$ cat src/rtl/hdlc_tx_scheduler_pkg.sv
// Shared types and constants for the HDLC Tx frame scheduler.
package hdlc_sched_pkg;

  typedef enum logic [2:0] {
    IDLE,
    ARB,
    LOAD,
    START,
    WAIT,
    ABORT,
    RELEASE
  } sched_state_t;

  localparam int MAX_FRAME_DEFAULT = 126;
  localparam int TX_BUF_BYTES      = 128;

endpackage

$ cat src/rtl/hdlc_tx_scheduler_rr_arbiter.sv
// Round-robin arbiter: picks the first requester after lastServed, wrapping.
module rr_arbiter #(
  parameter  int WIDTH = 4,
  localparam int IDX_W = $clog2(WIDTH)
) (
  input  logic [WIDTH-1:0] req,
  input  logic [IDX_W-1:0] lastServed,
  output logic [WIDTH-1:0] grant
);

  logic             found;
  logic [IDX_W-1:0] idx;

  // Scan from lastServed+1 around the ring; first active request wins.
  always_comb begin
    grant = '0;
    found = 1'b0;
    idx   = '0;
    for (int i = 1; i <= WIDTH; i++) begin
      idx = IDX_W'((int'(lastServed) + i) % WIDTH);
      if (!found && req[idx]) begin
        grant[idx] = 1'b1;
        found      = 1'b1;
      end
    end
  end

endmodule

$ cat src/rtl/hdlc_tx_scheduler.sv
// Shares one HDLC transmitter among NUM_REQ frame sources: arbitrates,
// streams the winner's payload into the Tx buffer, starts transmission and
// waits for completion, forwarding requester aborts as frame aborts.
module hdlc_tx_scheduler
  import hdlc_sched_pkg::*;
#(
  parameter int NUM_REQ   = 4,
  parameter int MAX_FRAME = MAX_FRAME_DEFAULT
) (
  input  logic                    Clk,
  input  logic                    Rst,
  input  logic [NUM_REQ-1:0]      Req,
  input  logic [NUM_REQ-1:0][6:0] ReqLen,
  input  logic [NUM_REQ-1:0][7:0] ReqData,
  input  logic [NUM_REQ-1:0]      ReqValid,
  output logic [NUM_REQ-1:0]      ReqReady,
  input  logic [NUM_REQ-1:0]      ReqAbort,
  output logic [NUM_REQ-1:0]      Grant,
  output logic [NUM_REQ-1:0]      Done,
  output logic [NUM_REQ-1:0]      Aborted,
  output logic [NUM_REQ-1:0]      Err,
  output logic                    Tx_WrBuff,
  output logic [7:0]              Tx_DataIn,
  input  logic                    Tx_Full,
  output logic                    Tx_Enable,
  output logic                    Tx_AbortFrame,
  input  logic                    Tx_Done
);

  localparam int IDX_W = $clog2(NUM_REQ);
  // A frame can never exceed the buffer space left after the two FCS bytes.
  localparam int MAX_LEN = (MAX_FRAME < TX_BUF_BYTES - 2) ? MAX_FRAME : TX_BUF_BYTES - 2;

  sched_state_t       state;
  logic [IDX_W-1:0]   lastServed;
  logic [IDX_W-1:0]   gIdx;
  logic [IDX_W-1:0]   pickIdx;
  logic [NUM_REQ-1:0] pickOH;
  logic [6:0]         pickLen;
  logic [6:0]         lenQ;
  logic [6:0]         cnt;
  logic               txDonePrev;
  logic               lenBad;
  logic               abortReq;
  logic               xfer;

  rr_arbiter #(
    .WIDTH(NUM_REQ)
  ) uArb (
    .req       (Req),
    .lastServed(lastServed),
    .grant     (pickOH)
  );

  // Convert the arbiter's one-hot pick into an index for muxing.
  always_comb begin
    pickIdx = '0;
    for (int i = 0; i < NUM_REQ; i++) begin
      if (pickOH[i]) pickIdx = IDX_W'(i);
    end
  end

  assign pickLen  = ReqLen[pickIdx];
  assign lenBad   = (pickLen == 7'd0) || (int'(pickLen) > MAX_LEN);
  assign abortReq = ReqAbort[gIdx] && (state inside {LOAD, START, WAIT});

  // Byte pass-through from the owner to the Tx buffer; an abort blocks the
  // transfer in the same cycle so a racing last byte is never written.
  always_comb begin
    ReqReady  = '0;
    Tx_WrBuff = 1'b0;
    Tx_DataIn = '0;
    xfer      = 1'b0;
    if (state == LOAD && !Tx_Full && !ReqAbort[gIdx]) begin
      ReqReady[gIdx] = 1'b1;
      if (ReqValid[gIdx]) begin
        xfer      = 1'b1;
        Tx_WrBuff = 1'b1;
        Tx_DataIn = ReqData[gIdx];
      end
    end
  end

  // Scheduler FSM with registered grant and one-cycle status pulses.
  always_ff @(posedge Clk or posedge Rst) begin
    if (Rst) begin
      state         <= IDLE;
      lastServed    <= IDX_W'(NUM_REQ - 1);
      gIdx          <= '0;
      lenQ          <= '0;
      cnt           <= '0;
      txDonePrev    <= 1'b0;
      Grant         <= '0;
      Done          <= '0;
      Aborted       <= '0;
      Err           <= '0;
      Tx_Enable     <= 1'b0;
      Tx_AbortFrame <= 1'b0;
    end else begin
      txDonePrev    <= Tx_Done;
      Done          <= '0;
      Aborted       <= '0;
      Err           <= '0;
      Tx_Enable     <= 1'b0;
      Tx_AbortFrame <= 1'b0;
      case (state)
        IDLE: begin
          if (Tx_Done && (|Req)) state <= ARB;
        end
        ARB: begin
          cnt  <= '0;
          lenQ <= pickLen;
          gIdx <= pickIdx;
          if (pickOH == '0) begin
            state <= IDLE;
          end else if (lenBad) begin
            // Advance the pointer so a malformed request cannot starve others.
            Err        <= pickOH;
            lastServed <= pickIdx;
            state      <= IDLE;
          end else begin
            Grant <= pickOH;
            state <= LOAD;
          end
        end
        LOAD: begin
          if (abortReq) begin
            Tx_AbortFrame <= 1'b1;
            state         <= ABORT;
          end else if (xfer) begin
            cnt <= cnt + 7'd1;
            if ((cnt + 7'd1) == lenQ) begin
              Tx_Enable <= 1'b1;
              state     <= START;
            end
          end
        end
        START: begin
          if (abortReq) begin
            Tx_AbortFrame <= 1'b1;
            state         <= ABORT;
          end else begin
            state <= WAIT;
          end
        end
        WAIT: begin
          if (abortReq) begin
            Tx_AbortFrame <= 1'b1;
            state         <= ABORT;
          end else if (Tx_Done && !txDonePrev) begin
            Done  <= Grant;
            state <= RELEASE;
          end
        end
        ABORT: begin
          if (Tx_Done) begin
            Aborted <= Grant;
            state   <= RELEASE;
          end
        end
        RELEASE: begin
          lastServed <= gIdx;
          Grant      <= '0;
          state      <= IDLE;
        end
        default: state <= IDLE;
      endcase
    end
  end

endmodule

$ cat config.mk
export PLATFORM = sky130hd
export DESIGN_NAME = hdlc_tx_scheduler
export DESIGN_NICKNAME = d
export VERILOG_FILES = /design/src/rtl/hdlc_tx_scheduler_pkg.sv /design/src/rtl/hdlc_tx_scheduler_rr_arbiter.sv /design/src/rtl/hdlc_tx_scheduler.sv
export SDC_FILE = /design/constraint.sdc
export NUM_CORES = 1
export LEC_CHECK = 0
export ABC_AREA = 1
export ABC_CLOCK_PERIOD_IN_PS = 2900
export CORE_MARGIN = 2
export CORE_UTILIZATION = 58
export DETAILED_ROUTE_END_ITERATION = 6
export DONT_BUFFER_PORTS = 1
export PLACE_DENSITY = 0.84
export SYNTH_ARGS = -nofsm -noshare
export SYNTH_HDL_FRONTEND = slang
export SYNTH_HIERARCHICAL = 1
export SYNTH_SLANG_ARGS = --single-unit
$ cat constraint.sdc
create_clock -name Clk -period 2.9 [get_ports Clk]
set_input_delay 0.58 -clock Clk [delete_from_list [all_inputs] [get_ports Clk]]
set_output_delay 0.58 -clock Clk [all_outputs]
set_load 0.1 [all_outputs]
==> impl_metrics.env, run 1 <==
export IMPL_hold_path_class="input port to asynchronous set/reset pin"
export IMPL_synthCells=485
export IMPL_crit_arrival_ns=3.15
export IMPL_drc=1
export IMPL_max_freq_mhz=343.4
export IMPL_fillers=374
export IMPL_cp_common_cell="nand2_1"
export IMPL_grt_pass1_wl_mm=14.03
export IMPL_drt_vias_per_instance=5.927
export IMPL_grt_pass1_vias=3110
export IMPL_synth_top_cells_by_count="nand2_1, inv_1, nand3_1, nor2_1, dfrtp_1"
export IMPL_synth_cell_types=33
export IMPL_fin_ws_ns=-0.01246
export IMPL_cts_root_buf="clkbuf_8"
export IMPL_synth_top_area_cell="dfrtp_1"
export IMPL_start_util_pct=59.03
export IMPL_synth_most_common_cell="nand2_1"
export IMPL_slew_headroom_pct=33.95
export IMPL_die_w_um=78.17
export IMPL_dp_hpwl_mm=6.469
export IMPL_cts_buffer_depth=2
export IMPL_nets=611
export IMPL_h_tree_depth=2
export IMPL_synthArstFlopShare_pct=100.0
export IMPL_crit_type="register to register"
export IMPL_cts_clk_slew_worst_paths_ns=0.08
export IMPL_end_kind="register"
export IMPL_yosysWarnings=6
export IMPL_hold_violations=0
export IMPL_worst_slew_pin_slew_ns=0.9907
export IMPL_die_area_um2=6111
export IMPL_period_needed_ns=2.912
export IMPL_syn_cell_area_um2=3191
export IMPL_crit_path_max_fanout=6
export IMPL_n_antenna_cell=0
export IMPL_setup_viol=1
export IMPL_cts_tree="built"
export IMPL_fin_skew_ns=0.008451
export IMPL_syn2layout_area_growth_pct=30.55
export IMPL_cp_required_ns=3.14
export IMPL_ys_flop_type="dfrtp_1"
export IMPL_rsz0062_at_grt="true"
export IMPL_grt_usage_pct=28.14
export IMPL_synth_top_area_share_pct=29.80
export IMPL_num_vias=3550
export IMPL_maxCapViolCount=0
export IMPL_r2r_cells=23
export IMPL_synth_fp_nets=570
export IMPL_synth_edff_count=0
export IMPL_drive_above_1_share_pct=27.51
export IMPL_port_buffers=0
export IMPL_fp_dieH_um=78.17
export IMPL_antenna_found_initial=0
export IMPL_grt_max_degree=41
export IMPL_cp_slowest_stage_delay_ns=0.55
export IMPL_rows=27
export IMPL_clkSinkCount=40
export IMPL_worst_skew_pair_late_latency_ns=0.30
export IMPL_crit_chain="inv_2 -> ha_4 -> inv_4 -> nand3_4 -> nand2_4 -> nand3_1 -> nand2_1 -> inv_2 -> nand3_4 -> inv_8 -> nand2_8 -> buf_8 -> nand3_1 -> nand3_1 -> nand2_1 -> nand2_1 -> nor2_2 -> nand2_2 -> nand2_4 -> nand2_4 -> nand2_4 -> nand2_1 -> nand2_1"
export IMPL_violations="DRC, setup timing"
export IMPL_wl_per_cell_um=16.56
export IMPL_fin_crit_sh_pct=100.4
export IMPL_first_iter_violations=441
export IMPL_drv_slew=0
export IMPL_ioPinCount=107
export IMPL_ant_nets=0
export IMPL_ys_seq_elements=40
export IMPL_core_um2=5405
export IMPL_syn_avg_cell_area_um2=6.578
export IMPL_globalplace_congestion=0.8745
export IMPL_globalRoute_totalOverflow=0
export IMPL_holdBufCountCts=0
export IMPL_fin_setup_tns_ns=-0.01246
export IMPL_ys_seq_area_share_pct=31.45
export IMPL_drt_pass1_iterations=7
export IMPL_slowest_stage="dfstp_2"
export IMPL_start_kind="register"
export IMPL_run_status="complete, but fails checks"
export IMPL_routed_wirelength_mm=9.920
export IMPL_cts_made_buffers=5
export IMPL_synthTopCellsByArea="dfrtp_1, nand2_1, nand3_1"
-- critical path: cells and delay by family (launching register included) --
kind / cells / cell delay [ns]
buffers and inverters: 5 / 0.45
AND/OR/NAND/NOR: 17 / 1.55
adder cells (fa/ha/maj): 1 / 0.29
flip-flops: 1 / 0.55
-- metrics by stage --
step                      setup WS, ns  hold WS, ns  instances  utilization (%)  instance area [um^2]
after floorplan                -0.5665       0.4661        485                -                  3206
after global placement        0.007515       0.4904        578            67.01                  3622
after detailed placement       -0.1114       0.4927        578            67.01                  3622
after CTS                      0.01561       0.3102        587            70.37                  3804
after global routing           -0.1523       0.3022        599            77.06                  4165
final                         -0.01246       0.2966        599            77.06                  4165
-- cell type report --
cell class              count  area (um^2)  area share (%)
multi-input cells         364         2163           51.94
flip-flops and latches     40         1006           24.15
repair buffers             42        481.7           11.57
inverters                  73        297.8           7.149
clock buffers               7        96.34           2.313
well taps                  72        90.09           2.163
clock inverters             1        30.03          0.7209
-- path summary, 6_finish.rpt --
path | to | slack [ns] | from
min | cnt[4] | 0.30 | Rst
min reg2reg | lenQ[0] | 0.51 | lenQ[0]
max in group asynchronous | gIdx[1] | 2.23 | Rst
min in group Clk | txDonePrev | 0.31 | Tx_Done
max | lastServed[0] | -0.01 | lastServed[1]
max reg2reg | lastServed[0] | -0.01 | lastServed[1]
-- registers in the layout, indices dropped and copies added (netlist names), 2 cells and up --
name        cells
lastServed      2
Grant           4
lenQ            7
Done            4
Aborted         4
state           3
Err             4
gIdx            2
cnt             7
-- what timing repair did --
| item | 4_1_cts | 5_1_grt |
|---|---|---|
| gates resized for setup | 10 | 62 |
| pin swaps | 1 | 19 |
| endpoints found under the setup margin | 11 | 24 |
| buffers inserted | 1 | 9 |
| cloned | 0 | 3 |
| hold endpoints to repair | 0 | 0 |
-- routing by layer --
metal / up-vias / track usage (%) / share of wire (%)
li1: 1654 / - / -
met1: 1632 / 33.51 / 37
met2: 225 / 52.24 / 51
met3: 39 / 5.287 / 8.7
met4: 0 / 6.667 / 3.4
met5: - / 0 / 0
-- layout by cell type (no fill, tap or decap), drive strengths merged --
cell type	n
o21ai	21
clkinvlp	1
ha	9
o22ai	4
bufinv	1
clkbuf	8
nor3	13
inv	72
a31oi	7
nand2	163
buf	41
dfstp	2
o211ai	2
nor2	48
nand3	68
nand4	3
xor2	1
dfrtp	38
xnor2	1
or2	1
nand3b	2
a22oi	9
a21oi	10
o21bai	1
a22o	1
-- cell families (layout without fill, tap and decap cells) --
group / count (synthesis) / count (layout) / synth area share (%)
simple gates: 296 / 298 / 42.86
buf+inv: 83 / 123 / 11.14
compound gates: 55 / 55 / 10.47
flops: 40 / 40 / 31.45
fa+ha+maj: 9 / 9 / 3.529
xor+xnor: 2 / 2 / 0.5491
Power of run 1 is left out: the tool's default activity adds up to more than one toggle a clock period on the data nets, which glitch-free logic cannot reach.
==> run 2: changes to the inputs <==
CTS_BUF_LIST = sky130_fd_sc_hd__clkbuf_4 sky130_fd_sc_hd__clkbuf_8 sky130_fd_sc_hd__clkbuf_16   (was default)
==> results of run 2 <==
Final layout, timing and power as in run 1 (identical DEF).
Power of run 2 is left out for the same reason.
